--- src/rtl/ci_access_scheduler.sv ---
// Two-master round-robin scheduler for CI card accesses: SETUP, STROBE (wait-extended), HOLD.
// Define CI_ACC_TIMEOUT_EN to bound the strobe at TIMEOUT cycles and flag err.
module ci_access_scheduler #(
  parameter int T_SETUP  = 2,
  parameter int T_STROBE = 4,
  parameter int T_HOLD   = 2,
  parameter int TIMEOUT  = 64
) (
  input  logic        clk,
  input  logic        rst_n,
  input  logic        m0_req,
  input  logic        m0_wr,
  input  logic        m0_io,
  input  logic [14:0] m0_addr,
  input  logic [7:0]  m0_wdata,
  output logic        m0_done,
  input  logic        m1_req,
  input  logic        m1_wr,
  input  logic        m1_io,
  input  logic [14:0] m1_addr,
  input  logic [7:0]  m1_wdata,
  output logic        m1_done,
  output logic [7:0]  rdata,
  output logic        err,
  output logic        busy,
  output logic [7:0]  ci_a,
  output logic [6:0]  ci_a_ext,
  input  logic [7:0]  ci_d_in,
  output logic [7:0]  ci_d_out,
  output logic        ci_d_oe,
  output logic        ci_reg_n,
  output logic        ci_ce1_n,
  output logic        ci_oe_n,
  output logic        ci_we_n,
  output logic        ci_iord_n,
  output logic        ci_iowr_n,
  input  logic        ci_wait_n
);

  localparam int CNT_MAX = (TIMEOUT > 15) ? TIMEOUT : 15;
  localparam int CW      = $clog2(CNT_MAX + 1);

  typedef enum logic [1:0] {IDLE, SETUP, STROBE, HOLD} state_t;

  state_t        state;
  logic [CW-1:0] cnt;
  logic          wait_s1, wait_s2;
  logic          sel_m1, prio_m1, l_wr, l_io, err_q;
  logic          grant_m1, strobe_end, timed_out;

  always_comb begin
    grant_m1   = m1_req && (!m0_req || prio_m1);
    strobe_end = (cnt >= CW'(T_STROBE - 1)) && wait_s2;
    timed_out  = 1'b0;
`ifdef CI_ACC_TIMEOUT_EN
    // A wait release on the very last allowed cycle still counts as a clean finish.
    timed_out  = !strobe_end && (cnt == CW'(TIMEOUT - 1));
`endif
  end

  assign err = err_q;

  always_ff @(posedge clk or negedge rst_n) begin
    if (!rst_n) begin
      wait_s1 <= 1'b1;
      wait_s2 <= 1'b1;
    end else begin
      wait_s1 <= ci_wait_n;
      wait_s2 <= wait_s1;
    end
  end

  always_ff @(posedge clk or negedge rst_n) begin
    if (!rst_n) begin
      state     <= IDLE;
      cnt       <= '0;
      sel_m1    <= 1'b0;
      prio_m1   <= 1'b0;
      l_wr      <= 1'b0;
      l_io      <= 1'b0;
      err_q     <= 1'b0;
      m0_done   <= 1'b0;
      m1_done   <= 1'b0;
      rdata     <= 8'h00;
      busy      <= 1'b0;
      ci_a      <= 8'h00;
      ci_a_ext  <= 7'h00;
      ci_d_out  <= 8'h00;
      ci_d_oe   <= 1'b0;
      ci_reg_n  <= 1'b1;
      ci_ce1_n  <= 1'b1;
      ci_oe_n   <= 1'b1;
      ci_we_n   <= 1'b1;
      ci_iord_n <= 1'b1;
      ci_iowr_n <= 1'b1;
    end else begin
      case (state)
        IDLE: begin
          if (m0_req || m1_req) begin
            sel_m1   <= grant_m1;
            prio_m1  <= !grant_m1;
            l_wr     <= grant_m1 ? m1_wr : m0_wr;
            l_io     <= grant_m1 ? m1_io : m0_io;
            ci_a     <= grant_m1 ? m1_addr[7:0]  : m0_addr[7:0];
            ci_a_ext <= grant_m1 ? m1_addr[14:8] : m0_addr[14:8];
            ci_d_out <= grant_m1 ? m1_wdata : m0_wdata;
            ci_d_oe  <= grant_m1 ? m1_wr : m0_wr;
            ci_reg_n <= 1'b0;
            ci_ce1_n <= 1'b0;
            busy     <= 1'b1;
            err_q    <= 1'b0;
            cnt      <= '0;
            state    <= SETUP;
          end
        end
        SETUP: begin
          if (cnt == CW'(T_SETUP - 1)) begin
            cnt       <= '0;
            state     <= STROBE;
            ci_oe_n   <= l_io || l_wr;
            ci_we_n   <= l_io || !l_wr;
            ci_iord_n <= !l_io || l_wr;
            ci_iowr_n <= !l_io || !l_wr;
          end else begin
            cnt <= cnt + 1'b1;
          end
        end
        STROBE: begin
          if (strobe_end || timed_out) begin
            ci_oe_n   <= 1'b1;
            ci_we_n   <= 1'b1;
            ci_iord_n <= 1'b1;
            ci_iowr_n <= 1'b1;
            if (timed_out) rdata <= 8'h00;
            else if (!l_wr) rdata <= ci_d_in;
            err_q <= timed_out;
            cnt   <= '0;
            state <= HOLD;
            if (T_HOLD == 1) begin
              m0_done <= !sel_m1;
              m1_done <= sel_m1;
            end
          end else if (cnt != '1) begin
            cnt <= cnt + 1'b1;
          end
        end
        HOLD: begin
          if (cnt == CW'(T_HOLD - 1)) begin
            m0_done  <= 1'b0;
            m1_done  <= 1'b0;
            ci_reg_n <= 1'b1;
            ci_ce1_n <= 1'b1;
            ci_d_oe  <= 1'b0;
            busy     <= 1'b0;
            state    <= IDLE;
          end else begin
            cnt <= cnt + 1'b1;
            // done is registered, so raise it one edge ahead of the final HOLD cycle
            if (cnt == CW'(T_HOLD - 2)) begin
              m0_done <= !sel_m1;
              m1_done <= sel_m1;
            end
          end
        end
        default: state <= IDLE;
      endcase
    end
  end

endmodule

--- config.mk ---
export PLATFORM = sky130hd
export DESIGN_NAME = ci_access_scheduler
export DESIGN_NICKNAME = d
export VERILOG_FILES = /design/src/rtl/ci_access_scheduler.sv
export SDC_FILE = /design/constraint.sdc
export NUM_CORES = 1
export LEC_CHECK = 0
export CAP_MARGIN = 20
export CORE_MARGIN = 1.5
export CORE_UTILIZATION = 45
export DETAILED_ROUTE_END_ITERATION = 8
export DONT_BUFFER_PORTS = 1
export GPL_TIMING_DRIVEN = 0
export SKIP_LAST_GASP = 1
export SYNTH_ARGS = -nofsm -noshare
export SYNTH_HDL_FRONTEND = slang
export SYNTH_SLANG_ARGS = --single-unit
--- constraint.sdc ---
create_clock -name clk -period 3.2 [get_ports clk]
set_clock_uncertainty 0.2 [all_clocks]
set_input_delay 0.32 -clock clk [delete_from_list [all_inputs] [get_ports clk]]
set_output_delay 0.32 -clock clk [all_outputs]
set_load 0.1 [all_outputs]
==> results.env, run 1 <==
CP_TOP_FAMILY='buffers and inverters'
POSTROUTEANTENNANETS=0
HTREE_DEPTH=2
PIN_COUNT=105
GRT_PASS1_VIAS=2133
HOLD_VIOL=0
SLOWEST_DELAY_NS=0.65
ANTENNA_VIOLATIONS_BEFORE_REPAIR=0
SYNTH_MUX_AREA_SHARE_PCT=6.62
SYNTH-WARNING-COUNT=0
DRIVE_ABOVE_1_SHARE_PCT=11.2
R2R_SLACK_NS=0.22
CRITPATHBUFINV=6
CLKLATENCYLATEPIN_NS=0.31
POST_SYNTH_MAIN_AREA_CONTRIBUTORS='sky130_fd_sc_hd__dfrtp_1 46%, sky130_fd_sc_hd__a222oi_1 9.3%, sky130_fd_sc_hd__dfstp_2 7.1%'
GLOBALROUTEOVERFLOWTOTAL=0
FINALSETUPVIOLATIONS=0
FIN_CELLS=366
WORSTPATHREQUIRED_NS=3.25
CTSLONGESTPATHBUFFERS=2
DETAIL_ROUTE.FIRST_PASS.ITERATIONS=6
OUTCOME='completed'
SYN2LAYOUT_AREA_GROWTH_PCT=31.2
HOLDWS_NS=0.123
DIE_HEIGHT_UM=78.9
NUMCLOCKSINKS=55
CRIT-REG2REG-CAPTURE='ci_d_out[1]'
CRITICALPATHCATEGORY='register to register'
CELLS_ALONG_THE_CRITICAL_PATH='inv_1 -> ha_1 -> clkbuf_2 -> and3_1 -> clkbuf_1 -> clkbuf_1 -> a222oi_1 -> dlygate4sd3_1 -> inv_1'
UNREPAIRED_SETUP_ENDPOINTS_AFTER_GLOBAL_ROUTING='false'
ASYNCSETRESETFLOPFRACSYNTH_PCT=100
SYNTH_XOR_AREA_SHARE_PCT=0.338
WL_UM=6490
DRT-INITIAL-DRC-COUNT=195
ANTENNA_CELLS_INSERTED=0
REG2REG_DEPTH=9
WORST_HOLD_PATH.ENDPOINT='l_wr'
SYNTH_LARGEST_TYPE_AREA_FRACTION_PCT=46.4
YS_FF_LATCH=55
WIRE_LENGTH_OF_THE_FIRST_GLOBAL_ROUTING_PASS_UM=10500
MAX_SLEW.WORST_PIN.SLEW_NS=0.956
FLOORPLAN.CORE_AREA_UM2=5540
TYPE_OF_ELEMENT_CAPTURING_THE_CRITICAL_PATH='register'
R2R-START='state[0]'
FIN_TNS_SETUP_NS=0
DIEAREA_UM2=6220
DRCVIOLATIONCOUNT=0
CRIT_PATH_MAX_FANOUT=10
VIASPERCELL=5.63
ALL_LAYER_GLOBAL_ROUTING_USAGE_PCT=21.9
CTS_ROOT_BUF='sky130_fd_sc_hd__clkbuf_8'
SYNTH_ENABLE_FLOP_CELLS=0
MAXCAPVIOLATIONS=0
SYNTHFLOPTYPE='sky130_fd_sc_hd__dfrtp_1'
TOTAL_NUMBER_OF_VIAS=2062
WORSTHOLDPATHTYPE='input port to register'
SYN-CELL-AREA_UM2=2590
WORSTHOLDPATHCELLS=3
PORT_BUFFERS=0
SYNTH_SIMPLE_GATE_AREA_SHARE_PCT=10.1
SYNTH-ADDER-AREA-SHARE_PCT=3.38
SYNTH_COMPOUND_GATE_AREA_SHARE_PCT=18.9
NUMPLACEDINSTANCES=299
WIRE_PER_INST_UM=17.7
REPORT.FINAL.SLEW_VIOL_COUNT=0
PATH_CLK_SLEW_NS=0.10
SYN_INST=227
NUM-FILL-CELLS=446
CTS_SETUP_BUFFERS=0
CTS_INSERTED_BUFFERS=5
CTS-HOLD-FIX-BUFFERS=59
WORST_SETUP_PATH_START_KIND='register'
COUNT_OF_DIFFERENT_CELL_MASTERS_AFTER_SYNTHESIS=45
YOSYSTOPAREACELL='sky130_fd_sc_hd__dfrtp_1'
INITIAL_CORE_UTIL_PCT=46.8
COMBINATIONAL_FAMILY_WITH_THE_MOST_AREA_AFTER_SYNTHESIS='compound AO/OA/AOI/OAI gates'
TRITONCTS='done'
WORST_EP_ARRIVAL_TIME_NS=3.04
CRITPATHSLOWESTCELL='sky130_fd_sc_hd__dlygate4sd3_1'
FINAL_NET_COUNT=363
POST_CTS_RESIZE_COUNT=0
FP-ROW-COUNT=27
SEQ_AREA_FRAC_SYNTH_PCT=53.5
MIN_PERIOD_NS=2.98
SYN-MEAN-INSTANCE-AREA_UM2=11.4
LARGEST_NET_DEGREE_AT_THE_START_OF_GLOBAL_ROUTING=56
HPWL_UM=3840
TIMING.FINAL.CRIT_SHARE_PCT=93.2
TIMING.MAX_SLEW.REL_SLACK_PCT=36.3
SYN-NUM-NETS=297
GLOBALPLACE.CONGESTION=0.792
ACHIEVABLE-FREQUENCY_MHz=335
TIMING.HOLD.WORST.START='m1_req'
DIE_WIDTH_UM=78.9
==> layout make-up <==
class | instances | area [um^2] | area share, %
plain buffers | 14 | 65.1 | 1.91
clock buffers | 6 | 72.6 | 2.13
clock inverters | 2 | 38.8 | 1.14
inverters | 31 | 116 | 3.42
multi-input cells | 127 | 1020 | 30.1
flip-flops and latches | 55 | 1390 | 40.7
well taps | 72 | 90.1 | 2.65
repair buffers | 59 | 608 | 17.9
==> cells by family after synthesis <==
kind of cell             Yosys count
AO/OA/AOI/OAI                     55
flip-flops                        55
AND/OR/NAND/NOR                   48
buffers and inverters             45
multiplexers                      15
adder cells (fa/ha/maj)            7
other                              1
XOR/XNOR                           1
==> cell usage after synthesis, drive strengths merged, types with 2 or more instances <==
cell and count:
dfrtp 48, nand2 15, clkbuf 11, o21ai 8, mux2 14, a22o 3, or3 2, nor2b 3
ha 7, a21o 4, or2 2, a221o 3, buf 3, a222oi 24, nand3 4, nor2 7
dfstp 7, and3 2, inv 31, a21oi 6, a221oi 2, nor3 5
==> cell usage in the layout, fill, tap and decap left out, drive strengths merged, types with 2 or more instances in the layout <==
cell type,count
dfstp,7
a221o,3
nor2b,3
a21o,4
dlygate4sd3,58
a221oi,2
a22o,3
or3,2
inv,32
a21oi,6
buf,4
or2,2
nand3,4
mux2,14
nand2,15
o21ai,8
nor3,5
and3,2
clkbuf,17
ha,7
dfrtp,48
a222oi,24
nor2,7
==> metrics by stage <==
step,setup WS (ns),util (%),instance area [um^2]
after floorplan,0.919,-,2590
after global placement,0.640,48.4,2680
after detailed placement,0.678,48.4,2680
after CTS,0.312,61.4,3400
after global routing,0.0210,61.4,3400
final,0.217,61.4,3400
==> worst max path at each step <==
stage                     cells past startpoint  slack, ns     start     endpoint
after floorplan                               5       0.92    cnt[2]     rdata[0]
after global placement                        5       0.64    cnt[2]       cnt[3]
after detailed placement                      5       0.68    cnt[2]       cnt[4]
after CTS                                     9       0.31  state[0]      ci_a[6]
after global routing                          9       0.02  state[0]  ci_d_out[1]
final                                         9       0.22  state[0]  ci_d_out[1]
==> registers in the layout, indices dropped and copies added, names as in the netlist, 2 cells and up <==
signal / cells
ci_a: 8
ci_d_out: 8
rdata: 8
state: 2
cnt: 7
ci_a_ext: 7
==> worst min-delay path: stages <==
cell	delay (ns)
sky130_fd_sc_hd__nand3_1	0.04
sky130_fd_sc_hd__a21oi_1	0.08
sky130_fd_sc_hd__a21o_1	0.15
==> per-layer routing <==
metal / routed length [um] / track usage [%] / part of all wire (%) / vias up
li1: - / - / - / 959
met1: 2560 / 26.8 / 39 / 986
met4: 75 / 6.32 / 1.2 / 0
met5: 0 / 0 / 0 / -
met3: 571 / 6.21 / 8.8 / 9
met2: 3290 / 37.9 / 51 / 108
Power of run 1 is left out: the tool's default activity adds up to more than one toggle a clock period on the data nets, which glitch-free logic cannot reach.
==> run 2: changes to the inputs <==
--- a/config.mk
+++ b/config.mk
@@ -8,6 +8,7 @@
 export CAP_MARGIN = 20
 export CORE_MARGIN = 1.5
 export CORE_UTILIZATION = 45
+export CTS_CLUSTER_DIAMETER = 120
 export DETAILED_ROUTE_END_ITERATION = 8
 export DONT_BUFFER_PORTS = 1
 export GPL_TIMING_DRIVEN = 0
==> results of run 2 <==
The final DEF is identical to that of run 1; final timing and power are the same.
Power of run 2 is left out for the same reason.
